**config.mk**
```make
export PLATFORM = sky130hd
export DESIGN_NAME = isq_reconstruct_flat
export DESIGN_NICKNAME = d
export VERILOG_FILES = /design/src/rtl/isq_pkg.sv /design/src/rtl/isq_reconstruct_if.sv /design/src/rtl/isq_reconstruct.sv /design/src/flat_wrapper.sv
export SDC_FILE = /design/constraint.sdc
export NUM_CORES = 1
export LEC_CHECK = 0
export BUFFER_PORTS_ARGS = -buffer_cell sky130_fd_sc_hd__buf_2
export CORE_MARGIN = 2
export CORE_UTILIZATION = 51
export CTS_CLUSTER_SIZE = 40
export DETAILED_ROUTE_END_ITERATION = 12
export GPL_TIMING_DRIVEN = 0
export MAX_ROUTING_LAYER = met4
export PLACE_DENSITY_LB_ADDON = 0.08
export SLEW_MARGIN = 10
export SYNTH_ARGS = -nofsm -noshare
export SYNTH_HDL_FRONTEND = slang
export SYNTH_SLANG_ARGS = --single-unit
```
**constraint.sdc**
```tcl
create_clock -name clk -period 3.7 [get_ports clk]
set_input_delay 0.185 -clock clk [delete_from_list [all_inputs] [get_ports clk]]
set_output_delay 0.185 -clock clk [all_outputs]
set_load 0.1 [all_outputs]
```
**src/rtl/isq_pkg.sv**
```systemverilog
`default_nettype none
// ============================================================================
// Module      : isq_pkg
// Description : Shared definitions for the integer square-root family.
//               Contains the reconstruct FSM state encoding, the default
//               operand widths and a constant-width helper.
//               Optional build macro used by this family: REMAINDER_CHECK_EN.
// Revision    : 1.0 - initial release
// ============================================================================
package isq_pkg;

  // Reconstruct FSM states
  typedef enum logic [1:0] {
    IDLE = 2'd0,
    CALC = 2'd1,
    DONE = 2'd2
  } state_e;

  // Default widths: root, radicand/result, remainder
  localparam int Q_WIDTH_DEF = 16;
  localparam int D_WIDTH_DEF = 32;
  localparam int R_WIDTH_DEF = 17;

  // Smallest w with 2**w >= n.  Used to size the iteration counter,
  // which only has to reach n-1.
  function automatic int clog2(input int n);
    int w;
    w = 0;
    while ((1 << w) < n) begin
      w = w + 1;
    end
    return w;
  endfunction

endpackage
`default_nettype wire

```
**src/rtl/isq_reconstruct_if.sv**
```systemverilog
`default_nettype none
// ============================================================================
// Module      : isq_reconstruct_if
// Description : Operand and result handshake bundle for isq_reconstruct.
//               Upstream side : in_valid / in_ready / q_i / r_i
//               Downstream    : out_valid / out_ready / data_o / o_err
//               o_err exists only when REMAINDER_CHECK_EN is defined.
//               modport slave  - the reconstruct block
//               modport master - the environment driving it
// Revision    : 1.0 - initial release
// ============================================================================
interface isq_reconstruct_if
  import isq_pkg::*;
#(
  parameter int Q_WIDTH = Q_WIDTH_DEF,
  parameter int D_WIDTH = D_WIDTH_DEF,
  parameter int R_WIDTH = R_WIDTH_DEF
) ();

  logic               in_valid;
  logic               in_ready;
  logic [Q_WIDTH-1:0] q_i;
  logic [R_WIDTH-1:0] r_i;
  logic               out_valid;
  logic               out_ready;
  logic [D_WIDTH-1:0] data_o;
`ifdef REMAINDER_CHECK_EN
  logic               o_err;
`endif

`ifdef REMAINDER_CHECK_EN
  modport slave (
    input  in_valid, q_i, r_i, out_ready,
    output in_ready, out_valid, data_o, o_err
  );
  modport master (
    output in_valid, q_i, r_i, out_ready,
    input  in_ready, out_valid, data_o, o_err
  );
`else
  modport slave (
    input  in_valid, q_i, r_i, out_ready,
    output in_ready, out_valid, data_o
  );
  modport master (
    output in_valid, q_i, r_i, out_ready,
    input  in_ready, out_valid, data_o
  );
`endif

endinterface
`default_nettype wire

```
**src/rtl/isq_reconstruct.sv**
```systemverilog
`default_nettype none
// ============================================================================
// Module      : isq_reconstruct
// Description : Rebuilds a radicand from an integer square-root result:
//               data_o = q*q + r (mod 2**D_WIDTH).  Iterative shift-add
//               multiplier retiring one multiplier bit per clock, Q_WIDTH
//               cycles per operand, ready/valid on both sides.
// Ports       : clk    - clock
//               rst_n  - asynchronous active-low reset
//               bus    - isq_reconstruct_if.slave (operand in, result out)
// Options     : REMAINDER_CHECK_EN - flags r > 2q on bus.o_err alongside
//               the result.  Without it o_err and the comparator are absent.
// Revision    : 1.0 - initial release
// ============================================================================
module isq_reconstruct
  import isq_pkg::*;
#(
  parameter int Q_WIDTH = Q_WIDTH_DEF,
  parameter int D_WIDTH = 2 * Q_WIDTH,
  parameter int R_WIDTH = Q_WIDTH + 1
) (
  input  logic               clk,
  input  logic               rst_n,
  isq_reconstruct_if.slave   bus
);

  // The counter only has to reach Q_WIDTH-1; keep it at least 1 bit wide.
  localparam int               CNT_W    = (clog2(Q_WIDTH) < 1) ? 1 : clog2(Q_WIDTH);
  localparam logic [CNT_W-1:0] CNT_LAST = CNT_W'(Q_WIDTH - 1);

  state_e             state_q,     state_d;
  logic               in_ready_q,  in_ready_d;
  logic               out_valid_q, out_valid_d;
  logic [D_WIDTH-1:0] data_q,      data_d;
  logic [D_WIDTH-1:0] acc_q,       acc_d;
  logic [D_WIDTH-1:0] mcand_q,     mcand_d;
  logic [Q_WIDTH-1:0] mult_q,      mult_d;
  logic [CNT_W-1:0]   cnt_q,       cnt_d;

  logic               accept;
  logic [D_WIDTH-1:0] acc_sum;

  // in_ready_q is only ever set while in IDLE, so it alone qualifies a take.
  assign accept  = bus.in_valid && in_ready_q;

  // Partial product for the current multiplier LSB; carry out is dropped,
  // which gives the modulo-2**D_WIDTH wrap for out-of-range remainders.
  assign acc_sum = mult_q[0] ? (acc_q + mcand_q) : acc_q;

`ifdef REMAINDER_CHECK_EN
  // One extra bit on both sides so 2*q never truncates before the compare.
  localparam int ERR_W = R_WIDTH + 1;
  logic err_q, err_d;
  logic rem_bad;
  assign rem_bad = ERR_W'(bus.r_i) > ERR_W'({bus.q_i, 1'b0});
`endif

  // --------------------------------------------------------------------------
  // Next-state and datapath
  // --------------------------------------------------------------------------
  always_comb begin
    state_d     = state_q;
    out_valid_d = out_valid_q;
    data_d      = data_q;
    acc_d       = acc_q;
    mcand_d     = mcand_q;
    mult_d      = mult_q;
    cnt_d       = cnt_q;
`ifdef REMAINDER_CHECK_EN
    err_d       = err_q;
`endif

    case (state_q)
      IDLE: begin
        if (accept) begin
          // Seeding the accumulator with r folds the "+ r" into the multiply.
          acc_d   = D_WIDTH'(bus.r_i);
          mcand_d = D_WIDTH'(bus.q_i);
          mult_d  = bus.q_i;
          cnt_d   = '0;
          state_d = CALC;
`ifdef REMAINDER_CHECK_EN
          err_d   = rem_bad;
`endif
        end
      end

      CALC: begin
        acc_d   = acc_sum;
        mcand_d = mcand_q << 1;
        mult_d  = mult_q >> 1;
        cnt_d   = cnt_q + CNT_W'(1);
        // Last bit: publish the finished sum on the same edge it is formed.
        if (cnt_q == CNT_LAST) begin
          data_d      = acc_sum;
          out_valid_d = 1'b1;
          state_d     = DONE;
        end
      end

      DONE: begin
        if (bus.out_ready) begin
          out_valid_d = 1'b0;
          state_d     = IDLE;
        end
      end

      default: begin
        state_d     = IDLE;
        out_valid_d = 1'b0;
      end
    endcase

    // Registered ready: low throughout reset, high in every IDLE cycle after.
    in_ready_d = (state_d == IDLE);
  end

  // --------------------------------------------------------------------------
  // State register
  // --------------------------------------------------------------------------
  always_ff @(posedge clk or negedge rst_n) begin
    if (!rst_n) begin
      state_q     <= IDLE;
      in_ready_q  <= 1'b0;
      out_valid_q <= 1'b0;
      data_q      <= '0;
      acc_q       <= '0;
      mcand_q     <= '0;
      mult_q      <= '0;
      cnt_q       <= '0;
`ifdef REMAINDER_CHECK_EN
      err_q       <= 1'b0;
`endif
    end else begin
      state_q     <= state_d;
      in_ready_q  <= in_ready_d;
      out_valid_q <= out_valid_d;
      data_q      <= data_d;
      acc_q       <= acc_d;
      mcand_q     <= mcand_d;
      mult_q      <= mult_d;
      cnt_q       <= cnt_d;
`ifdef REMAINDER_CHECK_EN
      err_q       <= err_d;
`endif
    end
  end

  // --------------------------------------------------------------------------
  // Outputs
  // --------------------------------------------------------------------------
  assign bus.in_ready  = in_ready_q;
  assign bus.out_valid = out_valid_q;
  assign bus.data_o    = data_q;
`ifdef REMAINDER_CHECK_EN
  // Flag is only meaningful alongside a valid result.
  assign bus.o_err     = err_q & out_valid_q;
`endif

endmodule
`default_nettype wire
```
**src/flat_wrapper.sv**
```systemverilog
// flat-port wrapper written by rule: the top's interface ports become plain ports
module isq_reconstruct_flat import isq_pkg::*;
#(
  parameter int Q_WIDTH = Q_WIDTH_DEF,
  parameter int D_WIDTH = 2 * Q_WIDTH,
  parameter int R_WIDTH = Q_WIDTH + 1
)
  (clk, rst_n, bus_in_valid, bus_q_i, bus_r_i, bus_out_ready, bus_in_ready, bus_out_valid, bus_data_o);
  isq_reconstruct_if #(.Q_WIDTH(Q_WIDTH), .D_WIDTH(D_WIDTH), .R_WIDTH(R_WIDTH)) bus_i ();
  input  logic clk;
  input  logic rst_n;
  input wire logic [$bits(bus_i.in_valid)-1:0] bus_in_valid;
  input wire logic [$bits(bus_i.q_i)-1:0] bus_q_i;
  input wire logic [$bits(bus_i.r_i)-1:0] bus_r_i;
  input wire logic [$bits(bus_i.out_ready)-1:0] bus_out_ready;
  output wire logic [$bits(bus_i.in_ready)-1:0] bus_in_ready;
  output wire logic [$bits(bus_i.out_valid)-1:0] bus_out_valid;
  output wire logic [$bits(bus_i.data_o)-1:0] bus_data_o;
  assign bus_i.in_valid = bus_in_valid;
  assign bus_i.q_i = bus_q_i;
  assign bus_i.r_i = bus_r_i;
  assign bus_i.out_ready = bus_out_ready;
  assign bus_in_ready = bus_i.in_ready;
  assign bus_out_valid = bus_i.out_valid;
  assign bus_data_o = bus_i.data_o;
  isq_reconstruct #(.Q_WIDTH(Q_WIDTH), .D_WIDTH(D_WIDTH), .R_WIDTH(R_WIDTH)) u_core (.clk(clk), .rst_n(rst_n), .bus(bus_i));
endmodule
```
==> results.yml <==
floorplan:
  dieArea_um2: 14100
  core_um2: 12700
  die_w_um: 119
  fp.dieH_um: 119
  start_util: 0.526
  io_pins: 71
  rows: 41
drt:
  routed-via-count: 5860
  wl_mm: 19.7
  via_per_inst: 5.97
  ant_nets: 0
  drt-initial-drc-count: 516
  drc: 0
  wl_per_cell_um: 20.0
  firstDrtPassIters: 5
worst_setup_path:
  path_max_fanout: 4
  crit_type: "flop to flop"
  cp.required_ps: 3970
  startpoint_type: "flop"
  cp.arrival_ps: 3570
  end_kind: "flop"
synthesis:
  synth_area_leaders: "dfrtp_1 (45%), nand2_1 (6.2%), ha_1 (6.0%)"
  synth-edff-count: 0
  synth-seq-cells: 120
  synthSimpleGateAreaFrac: 0.144
  avgSynthCellArea_um2: 9.44
  yosys.cell_types.count: 62
  synth_ff_type: "dfrtp_1"
  post-synth-top-count-cell: "dfrtp_1"
  synth_compound_area_frac: 0.238
  synthArstFlopShare: 1.00
  synth_top_family_by_area: "compound AO/OA/AOI/OAI gates"
  synth.yosys.seq_area_share: 0.449
  synth_adder_area_share: 0.0628
  yosysWarnings: 0
  syn-num-nets: 779
  netlist_area_um2: 6690
  post-synth-top-area-cell: "dfrtp_1"
  synth_top_area_frac: 0.449
  syn_inst: 709
  synth_mux_area_frac: 0.0239
  synth-xor-area-share: 0.0380
  synthTopCellsByCount: "dfrtp_1 (120), nand2_1 (110), a21oi_1 (67)"
global_routing:
  grt_max_degree: 72
  antenna_found_initial: 0
  grt_pass1_wl_mm: 31.4
  first_global_vias: 5751
  grt_overflow: 0
  grt_use_total: 0.301
run_status:
  status: "complete, no violations"
final_layout:
  fillers: 1149
  finalNetCount: 870
  final_util: 0.623
  syn_to_final_growth_pct: 18.5
  drive_gt1_frac: 0.156
  num_antenna_cells: 0
timing:
  rsz0062_at_grt: "no"
  hold_viol: 0
  slew_viol_final: 0
  maxSlewHeadroom: 0.297
  worstMarginPinSlew_ps: 1050
  period_share: 0.891
  final-setup-viol-count: 0
  fmax_mhz: 303
  finalCriticalPeriod_ps: 3300
  fin_setup_tns_ps: 0
  fin_skew_ps: 9.62
clock_tree:
  cts_sinks: 120
  clock_path_buffers: 2
  cts_tree: "done"
  clkLatencyLatePin_ps: 420
  cts-root-buf: "clkbuf_16"
  htreeDepth: 4
  clk_pin_slew_worst_paths_ps: 50
  cts_setup_buffers: 0
  cts_buffers: 17
place:
  post-dp-hpwl_mm: 14.4
  routabilityCongestion: 0.942
  io_buffers: 70
flow_run:
  maxCapViolations: 0
min_path:
  hold_class: "input pin to flop"
-- final timing paths --
kind / from / end / slack (ps) / cells after the start
max: u_core.mcand_q[0] / u_core.acc_q[12] / 400 / 11
min: bus_q_i[15] / u_core.mult_q[15] / 40 / 2
max reg2reg: u_core.mcand_q[0] / u_core.acc_q[12] / 400 / 11
min reg2reg: u_core.bus.data_o[20] / u_core.bus.data_o[20] / 470 / 2
max in group asynchronous: rst_n / u_core.mcand_q[12] / 2720 / 3
min in group asynchronous: rst_n / u_core.bus.data_o[27] / 270 / 2
-- cells by family after synthesis --
logic type,after synthesis
AOI/OAI and AO/OA,238
adders and majority gates,33
muxes,16
and+or+nand+nor,214
xor gates and xnor gates,29
DFF,120
buffers and inverters,59
-- metrics by stage --
stage | hold WS, ps | instances | worst slack, ps | cell area (um^2)
final | 36.8 | 982 | 402 | 7930
after detailed placement | 157 | 952 | 467 | 7290
after floorplan | -111 | 709 | 992 | 6690
after global routing | 36.0 | 982 | 207 | 7930
after global placement | 459 | 951 | 557 | 7260
after CTS | 17.9 | 982 | 442 | 7930
-- critical path, cell delays in order, from the launching register on --
cell and delay [ps]:
dfrtp_1 400, ha_1 240, fa_1 420, a21oi_1 230, o21ai_1 180, a21oi_1 340, a32oi_1 310, a21oi_1 230
nor2b_1 70, or3_2 410, a31oi_1 240, a21oi_1 100
-- state kept, by name, summed over array words and instances (netlist names) --
name                  flops
u_core.acc_q             32
u_core.bus.data_o        32
u_core.mcand_q           32
u_core.mult_q            16
u_core.cnt_q              4
u_core.state_q            2
u_core.bus.in_ready       1
u_core.bus.out_valid      1
-- cell type report --
cell class | instances | area, um^2 | area share
repair buffers | 72 | 394 | 0.0497
plain buffers | 43 | 238 | 0.0300
clock buffers | 21 | 480 | 0.0606
clock inverters | 8 | 145 | 0.0183
well taps | 172 | 215 | 0.0272
inverters | 16 | 60.1 | 0.00758
flip-flops and latches | 120 | 3000 | 0.379
multi-input cells | 530 | 3390 | 0.428
-- metal layers --
| layer | global-route usage | vias to the layer above | wire length (um) |
|---|---|---|---|
| li1 | - | 2761 | - |
| met1 | 0.388 | 2890 | 8660 |
| met2 | 0.481 | 183 | 9660 |
| met3 | 0.0579 | 26 | 1010 |
| met4 | 0.0952 | 0 | 357 |
| met5 | - | - | 0 |
-- layout by cell type, fill, tap and decap left out, drive strengths merged, types with 2 or more instances in the layout --
cell type,n
o211ai,3
nand3,8
and2,15
a21oi,70
nor2,36
a221o,29
o211a,2
bufinv,4
buf,78
o2111a,2
clkbuf,55
o21bai,6
o22ai,10
a22o,13
a211o,4
a21o,8
xor2,12
clkinvlp,2
o21a,8
a22oi,2
dfrtp,120
xnor2,17
o221ai,3
o21ai,62
nand2,113
mux2i,16
nor2b,7
or3,3
clkinv,3
inv,15
a31oi,4
and3,12
nand4,8
nand2b,2
nor3,6
ha,32
-- repair_timing --
action | CTS | global route
endpoints found under the setup margin | 0 | 0
hold buffers | 1 | 0
resized for setup | 0 | 0
hold endpoints to repair | 49 | 0
Power is not shown: default switching activity piles up to over one toggle a cycle in this logic, so the estimate is an artifact.
